--- config.mk ---
export PLATFORM = sky130hd
export DESIGN_NAME = fabric_config_crc
export DESIGN_NICKNAME = d
export VERILOG_FILES = /design/src/rtl/fabric_config_crc.sv
export SDC_FILE = /design/constraint.sdc
export NUM_CORES = 1
export LEC_CHECK = 0
export ABC_AREA = 1
export CORE_AREA = 5 5 333 335
export CTS_BUF_LIST = sky130_fd_sc_hd__clkbuf_4 sky130_fd_sc_hd__clkbuf_8 sky130_fd_sc_hd__clkbuf_16
export CTS_CLUSTER_SIZE = 16
export DETAILED_ROUTE_END_ITERATION = 12
export DIE_AREA = 0 0 338 340
export MAX_ROUTING_LAYER = met4
export PLACE_DENSITY = 0.64
export SYNTH_ARGS = -nofsm -noshare
export SYNTH_HDL_FRONTEND = slang
export SYNTH_SLANG_ARGS = --single-unit
--- constraint.sdc ---
create_clock -name clk_i -period 7 [get_ports clk_i]
set_input_delay 0.7 -clock clk_i [delete_from_list [all_inputs] [get_ports clk_i]]
set_output_delay 0.7 -clock clk_i [all_outputs]
set_load 0.05 [all_outputs]
--- src/rtl/fabric_config_crc.sv ---
// -----------------------------------------------------------------------------
// fabric_config_crc
//
// Bitstream loader for a column/row configuration fabric. A 32-bit word stream
// carries a sync word, then headers that either write one frame (NumRows data
// words followed by a frame-strobe pulse), check the running CRC-32, or desync.
//
// Handshake: a word is transferred on a rising clk_i edge where both
// bitstream_valid_i and bitstream_ready_o are high. Ready depends only on the
// current state (low only while strobing) and never on valid.
//
// Ports
//   clk_i, rst_i          clock, asynchronous active-high reset
//   bitstream_data_i      incoming word
//   bitstream_valid_i     word valid
//   bitstream_ready_o     word accepted when valid is also high
//   busy_o                loader is inside a bitstream (not idle, not error)
//   configured_o          last bitstream desynced without error
//   error_o               CRC or format error latched
//   frame_count_o         frames strobed since the last sync (saturating)
//   FrameData_o           row data registers, row r at [r*32 +: 32]
//   FrameStrobe_o         frame strobes, column c at [c*MaxFramesPerCol +: ...]
//   dbg_state_o           current FSM state (debug)
// -----------------------------------------------------------------------------
module fabric_config_crc #(
    parameter int FrameBitsPerRow = 32,
    parameter int MaxFramesPerCol = 20,
    parameter int NumColumns      = 12,
    parameter int NumRows         = 18,
    parameter int StrobeCycles    = 1
) (
    input  logic                                  clk_i,
    input  logic                                  rst_i,
    input  logic [31:0]                           bitstream_data_i,
    input  logic                                  bitstream_valid_i,
    output logic                                  bitstream_ready_o,
    output logic                                  busy_o,
    output logic                                  configured_o,
    output logic                                  error_o,
    output logic [15:0]                           frame_count_o,
    output logic [FrameBitsPerRow*NumRows-1:0]    FrameData_o,
    output logic [MaxFramesPerCol*NumColumns-1:0] FrameStrobe_o,
    output logic [2:0]                            dbg_state_o
);

    generate
        if (FrameBitsPerRow != 32) begin : g_bad_row_bits
            $error("fabric_config_crc: FrameBitsPerRow must be 32");
        end
        if (MaxFramesPerCol < 1 || MaxFramesPerCol > 22) begin : g_bad_frames
            $error("fabric_config_crc: MaxFramesPerCol must be 1..22");
        end
        if (NumColumns < 1 || NumColumns > 256) begin : g_bad_cols
            $error("fabric_config_crc: NumColumns must be 1..256");
        end
        if (NumRows < 1) begin : g_bad_rows
            $error("fabric_config_crc: NumRows must be >= 1");
        end
        if (StrobeCycles < 1) begin : g_bad_strobe
            $error("fabric_config_crc: StrobeCycles must be >= 1");
        end
    endgenerate

    localparam int RowW  = (NumRows > 1) ? $clog2(NumRows) : 1;
    localparam int StbW  = (StrobeCycles > 1) ? $clog2(StrobeCycles) : 1;
    localparam int DataW = FrameBitsPerRow * NumRows;

    localparam logic [31:0] SyncWord = 32'hFAB0_FAB1;
    localparam logic [31:0] CrcPoly  = 32'h04C1_1DB7;
    localparam logic [31:0] CrcInit  = 32'hFFFF_FFFF;

    typedef enum logic [2:0] {
        S_IDLE   = 3'd0,
        S_HEADER = 3'd1,
        S_DATA   = 3'd2,
        S_STROBE = 3'd3,
        S_CRC    = 3'd4,
        S_ERROR  = 3'd5
    } state_e;

    state_e                      state_q, state_d;
    logic [RowW-1:0]             row_sel_q, row_sel_d;
    logic [StbW-1:0]             stb_cnt_q, stb_cnt_d;
    logic [7:0]                  col_q, col_d;
    logic [MaxFramesPerCol-1:0]  mask_q, mask_d;
    logic [31:0]                 crc_q, crc_d;
    logic                        configured_q, configured_d;
    logic                        error_q, error_d;
    logic [15:0]                 frame_count_q, frame_count_d;
    logic [DataW-1:0]            frame_data_q, frame_data_d;

    // CRC-32, MSB-first, one full word per cycle.
    function automatic logic [31:0] crc32_next(input logic [31:0] crc,
                                               input logic [31:0] data);
        logic [31:0] c;
        c = crc;
        for (int i = 31; i >= 0; i--) begin
            if (c[31] ^ data[i]) begin
                c = (c << 1) ^ CrcPoly;
            end else begin
                c = c << 1;
            end
        end
        return c;
    endfunction

    logic                       accept;
    logic [7:0]                 hdr_col;
    logic [1:0]                 hdr_op;
    logic [MaxFramesPerCol-1:0] hdr_mask;
    logic                       hdr_col_bad;
    logic [31:0]                crc_upd;

    always_comb begin
        accept      = bitstream_valid_i && (state_q != S_STROBE);
        hdr_col     = bitstream_data_i[31:24];
        hdr_op      = bitstream_data_i[23:22];
        hdr_mask    = bitstream_data_i[MaxFramesPerCol-1:0];
        hdr_col_bad = ({1'b0, hdr_col} >= 9'(NumColumns));
        crc_upd     = crc32_next(crc_q, bitstream_data_i);
    end

    // State register plus datapath registers.
    always_ff @(posedge clk_i or posedge rst_i) begin
        if (rst_i) begin
            state_q       <= S_IDLE;
            row_sel_q     <= '0;
            stb_cnt_q     <= '0;
            col_q         <= '0;
            mask_q        <= '0;
            crc_q         <= CrcInit;
            configured_q  <= 1'b0;
            error_q       <= 1'b0;
            frame_count_q <= '0;
        end else begin
            state_q       <= state_d;
            row_sel_q     <= row_sel_d;
            stb_cnt_q     <= stb_cnt_d;
            col_q         <= col_d;
            mask_q        <= mask_d;
            crc_q         <= crc_d;
            configured_q  <= configured_d;
            error_q       <= error_d;
            frame_count_q <= frame_count_d;
        end
    end

    // Row data registers carry no reset: their content is only meaningful
    // once a frame has been written.
    always_ff @(posedge clk_i) begin
        frame_data_q <= frame_data_d;
    end

    // Next-state and datapath update.
    always_comb begin
        state_d       = state_q;
        row_sel_d     = row_sel_q;
        stb_cnt_d     = stb_cnt_q;
        col_d         = col_q;
        mask_d        = mask_q;
        crc_d         = crc_q;
        configured_d  = configured_q;
        error_d       = error_q;
        frame_count_d = frame_count_q;
        frame_data_d  = frame_data_q;

        unique case (state_q)
            S_IDLE, S_ERROR: begin
                // Everything except the sync word is swallowed here.
                if (accept && bitstream_data_i == SyncWord) begin
                    state_d       = S_HEADER;
                    configured_d  = 1'b0;
                    error_d       = 1'b0;
                    frame_count_d = '0;
                    crc_d         = CrcInit;
                end
            end
            S_HEADER: begin
                if (accept) begin
                    if (hdr_op == 2'b11 || hdr_col_bad) begin
                        state_d = S_ERROR;
                        error_d = 1'b1;
                    end else if (hdr_op == 2'b00) begin
                        state_d   = S_DATA;
                        col_d     = hdr_col;
                        mask_d    = hdr_mask;
                        row_sel_d = RowW'(NumRows - 1);
                        crc_d     = crc_upd;
                    end else if (hdr_op == 2'b01) begin
                        state_d      = S_IDLE;
                        configured_d = 1'b1;
                        crc_d        = crc_upd;
                    end else begin
                        // Check header is not part of the protected stream.
                        state_d = S_CRC;
                    end
                end
            end
            S_DATA: begin
                if (accept) begin
                    frame_data_d[int'(row_sel_q)*FrameBitsPerRow +: FrameBitsPerRow] =
                        bitstream_data_i;
                    crc_d = crc_upd;
                    if (row_sel_q == '0) begin
                        state_d   = S_STROBE;
                        stb_cnt_d = '0;
                    end else begin
                        row_sel_d = row_sel_q - 1'b1;
                    end
                end
            end
            S_STROBE: begin
                if (stb_cnt_q == StbW'(StrobeCycles - 1)) begin
                    state_d = S_HEADER;
                    if (frame_count_q != 16'hFFFF) begin
                        frame_count_d = frame_count_q + 16'd1;
                    end
                end else begin
                    stb_cnt_d = stb_cnt_q + 1'b1;
                end
            end
            S_CRC: begin
                if (accept) begin
                    if (bitstream_data_i == crc_q) begin
                        state_d = S_HEADER;
                    end else begin
                        state_d = S_ERROR;
                        error_d = 1'b1;
                    end
                end
            end
            default: begin
                state_d = S_IDLE;
            end
        endcase
    end

    // Outputs.
    always_comb begin
        bitstream_ready_o = (state_q != S_STROBE);
        busy_o            = (state_q != S_IDLE) && (state_q != S_ERROR);
        configured_o      = configured_q;
        error_o           = error_q;
        frame_count_o     = frame_count_q;
        FrameData_o       = frame_data_q;
        dbg_state_o       = state_q;
        FrameStrobe_o     = '0;
        if (state_q == S_STROBE) begin
            FrameStrobe_o[int'(col_q)*MaxFramesPerCol +: MaxFramesPerCol] = mask_q;
        end
    end

endmodule

* Yosys cells after proc, flatten, opt, wreduce, memory -nomap -nowiden
Index checks and enable logic that the tools add are counted.
** Word-level totals
- Register bits :: 663
- Bits of input ports :: 35
- Output and inout port bits :: 839
- Logic and storage cells :: 215
** Operators by class
- Add/sub/neg operators :: 5
- Multiply operators :: 1
- Magnitude comparators :: 1
- Eq/ne operators :: 27
- Shifts and indexed selects :: 4
- Multiplexer cells :: 77
- Bitwise logic cells :: 66
- Reduce and logical (&&, ||, !) cells :: 24
** Operators by type and width (number)
- $mux 27 :: 32
- $bwmux 576 :: 1
- $shift 32x33->576 const A :: 1
- $shiftx 32x33->576 :: 1
- $not 14->14 :: 32
- $and 240x240->240 :: 1
- $mux 240 :: 1
- $shift 20x33->240 const A :: 1
- $shiftx 20x33->240 :: 1
- $mux 32 :: 6
- $pmux 32 s3 :: 1
- $mux 16 :: 3
- $neg 10->33 :: 1
- $neg 13->33 :: 1
- $eq 32x32->1 :: 1
- $eq 32x32->1 const B :: 1
- $pmux 16 s2 :: 1
- $xor 1x1->1 :: 32
- $mux 3 :: 10
- $reduce_and 6->1 :: 5
- $ne 2x2->1 const B :: 14
- $mux 5 :: 5
- $add 16x1->16 const B :: 1
- $ne 16x16->1 const B :: 1
- 28 further kinds :: 51

* Depth between registers and ports, before layout
Gate-level depths: netlist (run 1).
- Word-level depth :: 69
- Depth in mapped cells :: 32
- Gate-level depth less buffers :: 31

* Least setup slack after synthesis (run 1)
Ideal clock, no wire load.
- Path type :: register -> register
- Start point :: register, netlist name row_sel_q[0]
- End point :: register frame_data_q[544], in the netlist FrameData_o[544] (enable)
- Data arrival time :: 5279 ps
- Data required time :: 6498 ps
- Setup slack :: 1219 ps
- Stages on the path, launching flop included :: 10
- Path buffers :: 4
- Path through :: dfrtp_1 -> clkbuf_1 -> inv_2 -> clkbuf_1 -> ha_1 -> xnor2_1 -> clkbuf_1 -> clkbuf_1 -> nand2_1 -> nor4_1
** RTL lines
- end signal, assigned :: line 151 : frame_data_q <= frame_data_d;
- end, declared :: line 90 : logic [DataW-1:0] frame_data_q, frame_data_d;

* Final worst setup path (run 1)
- Start point :: register col_q[1]
- End point :: output port FrameStrobe_o[8]
** Between the ends
- Cells in the longest elaborated chain, start to end :: 5
- Elaborated cells on any way between the ends :: 6
- Classes of those cells :: 1 x add/sub; 1 x mul; 2 x shift; 1 x mux; 1 x bitwise
** RTL lines
- start, declared :: line 84 : logic [7:0] col_q, col_d;
- start signal, assigned :: line 139 : col_q <= col_d;
- $mul 8x3->11 * :: line 249 : FrameStrobe_o[int'(col_q)*MaxFramesPerCol +: MaxFramesPerCol] = mask_q;
- $neg 13->33 * :: line 249
- $shiftx 20x33->240 or $shift 20x33->240 (tied branches) :: line 249
- $and 240x240->240 (no source line) *
- $mux 240 * :: line 248 : if (state_q == S_STROBE) begin
- end, declared :: line 42 : output logic [MaxFramesPerCol*NumColumns-1:0] FrameStrobe_o,
Mark *: on every way between the ends. The rest lies on a longest branch, timed or not.

==> reports/metrics.cfg, run 1 <==
[routing]
viasPerCell=5.45
dr.pass1.iters=7
vias=35399
route.detailed.drc=0
drtAntennaViolNets=0
drtIter0Drc=4108
wl_per_cell_microns=30.8
wirelength_mm=200

[finish]
finalNetCount=5068
layout-drive-gt1-share_pct=12.6
area.growth.synth_to_final_pct=38.0
n_fill_cell=10424

[outcome]
status=complete, no violations

[logic_synthesis]
syn_inst=4173
yosysWarnings=0
synth_cell_types=57
synth_edf_count=576
netlist_area_sq_um=35900
synth.area.mux_share_pct=0
synth_top_family_by_area=simple AND/OR/NAND/NOR gates
avgSynthCellArea_sq_um=8.61
async_reset_ff_share_pct=13.0
synth_xor_area_share_pct=3.45
synth_seq_cells=662
synth_compound_area_share_pct=4.32
synthAdderAreaFrac_pct=0.857
syn-num-nets=4232
seq_area_frac_synth_pct=54.3
yosys.area_share.simple_pct=30.5
synth_ff_type=edfxtp_1

[clock_network]
insertion_delay_ps=690
cts_buffer_depth=3
ctsHoldBuffers=0
cts_num_sinks=662
clkTransAtPathRegs_ps=50
tritoncts.num_buffers=77
clock-root-buffer=clkbuf_16
htree_levels=3
cts_tree=done

[setup_path]
endpoint_kind=primary output
crit_top_cell=nor2_1
crit_fanout=8
cp-start-kind=flop
path_class=reg -> out
cpMaxStageDelayCell=clkdlybuf4s50_1
max_stage_delay_ps=820
arrival_ps=5990
critPathRequiredTime_ps=6300

[die]
die_area_sq_um=115000
die_w_microns=338
rows=121
start_util_pct=33.3
ios=874
die_h_microns=340
core_area_sq_um=108000

[pwr]
swShare_pct=36.8
power_frac_seq_pct=35.9
p_leak_nw=17.4
ir_drop_mv=0.287
internal_power_mw=7.48
comb_power_share_pct=28.1
power_switching_mw=4.35
power.density_nw_per_um2=239
p_clk_share_pct=36.0

[sta]
setup_viol=0
fin_skew_ps=37.8
fmax_mhz=149
max-slew-margin-rel_pct=14.3
hold_violations=0
fin_ws_ps=309
final-max-slew-violation-count=0
min_period_over_period_pct=95.6
period_needed_ps=6690
tns_ps=0
tightest_slew_ps=1280

[place]
place.gp.congestion=1.05
place_ws_ps=889
dp_hpwl_mm=152
io_buffers=873

[hold_path]
hold_class=reg -> reg

[global_route]
grt_max_degree=90
grt_use_total_pct=34.3
first_global_vias=33588
antenna_found_initial=10
grt_overflow=0
grt_pass1_wl_mm=270

[job]
cap_viol_max_count=0

[cells in the final DEF, fill, tap and decap left out, drive strengths merged, types with 3 or more instances in the layout]
| cell type | instances |
|---|---|
| a211oi | 4 |
| a21oi | 57 |
| a31oi | 10 |
| buf | 248 |
| bufinv | 9 |
| clkbuf | 94 |
| clkdlybuf4s50 | 724 |
| clkinv | 36 |
| clkinvlp | 5 |
| dfrtp | 54 |
| dfstp | 32 |
| diode | 7 |
| dlymetal6s2s | 17 |
| edfxtp | 576 |
| ha | 23 |
| inv | 371 |
| nand2 | 951 |
| nand3 | 301 |
| nand3b | 6 |
| nand4 | 112 |
| nor2 | 769 |
| nor3 | 301 |
| nor4 | 11 |
| o21ai | 153 |
| o22ai | 33 |
| o31ai | 6 |
| o32ai | 3 |
| or2 | 10 |
| xnor2 | 26 |
| xor2 | 109 |
[worst max-delay path: cells and delay by family (launching register included)]
kind            cells  cell delay [ps]
compound gates      2              410
buf+inv             4             1000
flops               1              410
simple gates       15             2290
fa+ha+maj           4             1190
[layer usage]
metal / routed length [microns] / GRT usage (%)
met1: 74100 / 40.5
met2: 93300 / 54.2
met5: 0 / -
met4: 12900 / 18.1
met3: 19300 / 8.57
[power by group through the flow]
stage | Combinational (mW) | Sequential [mW] | Clock, mW
2_1_floorplan | 2.21 | 4.33 | 0
5_1_grt | 3.54 | 4.25 | 4.48
3_3_place_gp | 3.22 | 4.33 | 0
3_5_place_dp | 3.23 | 4.33 | 0
6_report | 3.32 | 4.25 | 4.26
4_1_cts | 3.26 | 4.25 | 4.31
[cells by family after synthesis]
logic type | Yosys count
and+or+nand+nor | 2463
AOI/OAI and AO/OA | 281
buffers and inverters | 608
adders and majority gates | 24
xor gates and xnor gates | 135
DFF | 662
[sequential cells by signal (all words and copies together) (netlist names)]
name,cells
crc_q,32
configured_o,1
dbg_state_o,3
col_q,8
error_o,1
mask_q,20
row_sel_q,5
FrameData_o,576
frame_count_o,16
[what timing repair did]
action | CTS | global route
setup buffers | 0 | 0
setup endpoints to repair | 0 | 27
gates resized for setup | 0 | 20
[cell type report]
| cell class | count | area (sq um) | share of cell area, % |
|---|---|---|---|
| antenna | 7 | 17.5 | 0.0353 |
| clock buffer | 94 | 2050 | 4.15 |
| multi-input combinational | 2903 | 14200 | 28.7 |
| inverter | 376 | 1450 | 2.92 |
| timing repair buffer | 989 | 9930 | 20.0 |
| sequential | 662 | 19500 | 39.3 |
| tap | 1414 | 1770 | 3.57 |
| clock inverter | 45 | 622 | 1.25 |
[synth_stat cells (57+ instances only)]
cell      count  share of area (%)
nand2_1     841                8.8
nor2_1      767                8.0
edfxtp_1    576                 48
inv_1       315                3.3
nor3_1      301                4.2
nand3_1     286                4.0
clkbuf_1    175                1.8
o21ai_0     143                2.0
nand4_1     112                2.0
xor2_1      104                2.5
nand2_2      77                1.3
a21oi_1      57               0.79
[through the flow]
stage          util, %  cells  hold WS (ps)  cell area (sq um)  power (mW)
4_1_cts           45.9   6483           490              49500        11.8
6_report          46.0   6490           490              49600        11.8
5_1_grt           46.0   6489           505              49600        12.3
3_5_place_dp      43.4   6344           475              46800        7.57
2_1_floorplan        -   4173           453              35900        6.54
3_3_place_gp      43.4   6344           467              46800        7.55
[final timing paths]
path                       cells past startpoint                to  slack, ps         start
hold reg to reg                                2         mask_q[2]        490     mask_q[2]
setup reg to reg                              10  FrameData_o[321]       2290  row_sel_q[0]
hold / removal                                 2         mask_q[2]        490     mask_q[2]
max in group asynchronous                      3      row_sel_q[0]       5310         rst_i
min in group asynchronous                      2           error_o        610         rst_i
setup / recovery                              25  FrameStrobe_o[8]        310      col_q[1]
Power figures use the tool's default switching activity.
==> run 2: changes to the inputs <==
==> constraint.sdc (replaced) <==
create_clock -name clk_i -period 6.6 [get_ports clk_i]
set_input_delay 0.66 -clock clk_i [delete_from_list [all_inputs] [get_ports clk_i]]
set_output_delay 0.66 -clock clk_i [all_outputs]
set_load 0.05 [all_outputs]
==> run 2 against run 1 <==
Global-route usage rose by 0.53 points. Critical path depth fell by 4. Register-to-register slack got worse by 260 ps. Via count rose by 0.16%. Clock power barely moved. Critical path type unchanged.
==> reports/metrics.cfg, run 2 (same netlist as run 1, synthesis figures left out) <==
[outcome]
status=complete, no violations

[routing]
vias=35457
route.detailed.drc=0
top_layer_used=met4
met1Wirelength_mm=75.9
drtIter0Drc=4167
drtAntennaViolNets=0
viasPerCell=5.46
wirelength_mm=203
dr.pass1.iters=9
wl_met3_mm=19.0
wl_met2_mm=95.3
wl_per_cell_microns=31.2

[sta]
min_period_over_period_pct=96.5
fin_skew_ps=32.4
final-max-slew-violation-count=0
grt_setup_unrepaired=false
tns_ps=0
period_needed_ps=6370
tightest_slew_ps=1190
setup_viol=0
hold_violations=0
fin_ws_ps=230
max-slew-margin-rel_pct=20.2
fmax_mhz=157

[finish]
register_area_sq_um=19500
finalNetCount=5079
area.growth.synth_to_final_pct=40.2
n_fill_cell=10294
final_cell_mix=836 x nand2_1, 760 x nor2_1, 638 x clkdlybuf4s50_1
layout-drive-gt1-share_pct=13.8
layout_commonest_cell=nand2_1
largest_reg_flops=576
multi_input_area_sq_um=14200

[job]
cap_viol_max_count=0

[die]
core_area_sq_um=108000
rows=121
die_w_microns=338
start_util_pct=33.3
ios=874
die_area_sq_um=115000
die_h_microns=340

[clock_network]
ctsHoldBuffers=0
tritoncts.num_buffers=77
clkTransAtPathRegs_ps=60
cts_tree=done
cts_num_sinks=662
htree_levels=3
insertion_delay_ps=660
cts_buffer_depth=3
post_cts_buffers=0
clock-root-buffer=clkbuf_16

[place]
dp_hpwl_mm=155
place_ws_ps=522
io_buffers=873
place.gp.congestion=1.06

[setup_path]
cp_num_buf_inv=4
cp_top_family=simple AND/OR/NAND/NOR gates
path_class=reg -> out
crit_top_cell=nor2_1
cpMaxStageDelayCell=o21ai_0
critPathRequiredTime_ps=5940
crit_fanout=6
endpoint_kind=primary output
cp-start-kind=flop
cp_cell_sequence=ha_1 -> ha_1 -> fa_1 -> or3_1 -> nor2_1 -> nand2_1 -> nor2_1 -> o21ai_0 -> nor2_1 -> ha_1 -> inv_1 -> a21oi_1 -> nor2_1 -> nand2_1 -> inv_2 -> nand2_2 -> buf_4 -> o21ai_0 -> nand3_1 -> nor2_1 -> buf_12
arrival_ps=5710
max_stage_delay_ps=560

[pwr]
power_mw=12.4
power.density_nw_per_um2=246
p_leak_nw=18.2
ir_drop_mv=0.254

[global_route]
antenna_found_initial=11
first_global_vias=33964
grt_pass1_wl_mm=274
grt_max_degree=94
grt_overflow=0
grt_use_total_pct=34.8

[hold_path]
hold_class=in -> async

-- run 2: timing repair --
item | CTS | global route
gates cloned | 0 | 0
gates resized for setup | 1 | 42
setup endpoints to repair | 7 | 45
-- run 2: area by class of cell --
cell class / count / share of cell area [%]
clock buffer: 95 / 4.13
sequential: 662 / 38.7
timing repair buffer: 1000 / 21.8
tap: 1414 / 3.51
inverter: 376 / 2.87
clock inverter: 42 / 0.802
multi-input combinational: 2903 / 28.2
antenna: 5 / 0.0248
-- run 2: stage by stage --
stage	util [%]	cells	cell area, sq um	hold WS (ps)
3_3_place_gp	44.3	6355	47800	466
4_1_cts	46.6	6492	50300	295
2_1_floorplan	-	4173	35900	453
6_report	46.7	6497	50400	318
5_1_grt	46.7	6496	50400	343
3_5_place_dp	44.3	6355	47800	475
-- run 2: where the power goes --
part           total (mW)  internal [mW]  switching, mW
combinational        3.58          0.833           2.75
clock                4.29           2.42           1.86
sequential           4.51           4.50        0.00945
-- run 2: final timing paths --
kind / end / cells after the start / startpoint / slack, ps
max: FrameStrobe_o[236] / 21 / col_q[1] / 230
min: dbg_state_o[2] / 2 / rst_i / 320
max reg2reg: FrameData_o[107] / 10 / row_sel_q[0] / 2030
min reg2reg: mask_q[17] / 2 / mask_q[17] / 490
max in group asynchronous: col_q[6] / 4 / rst_i / 4920
min in group clk_i: mask_q[17] / 2 / mask_q[17] / 490
-- run 2: per-layer routing --
layer  global-route usage (%)  up-vias
met5                        -        -
met4                     17.1        0
met3                     8.17      420
met2                     55.8     2071
met1                     41.4    17355
li1                         -    15611
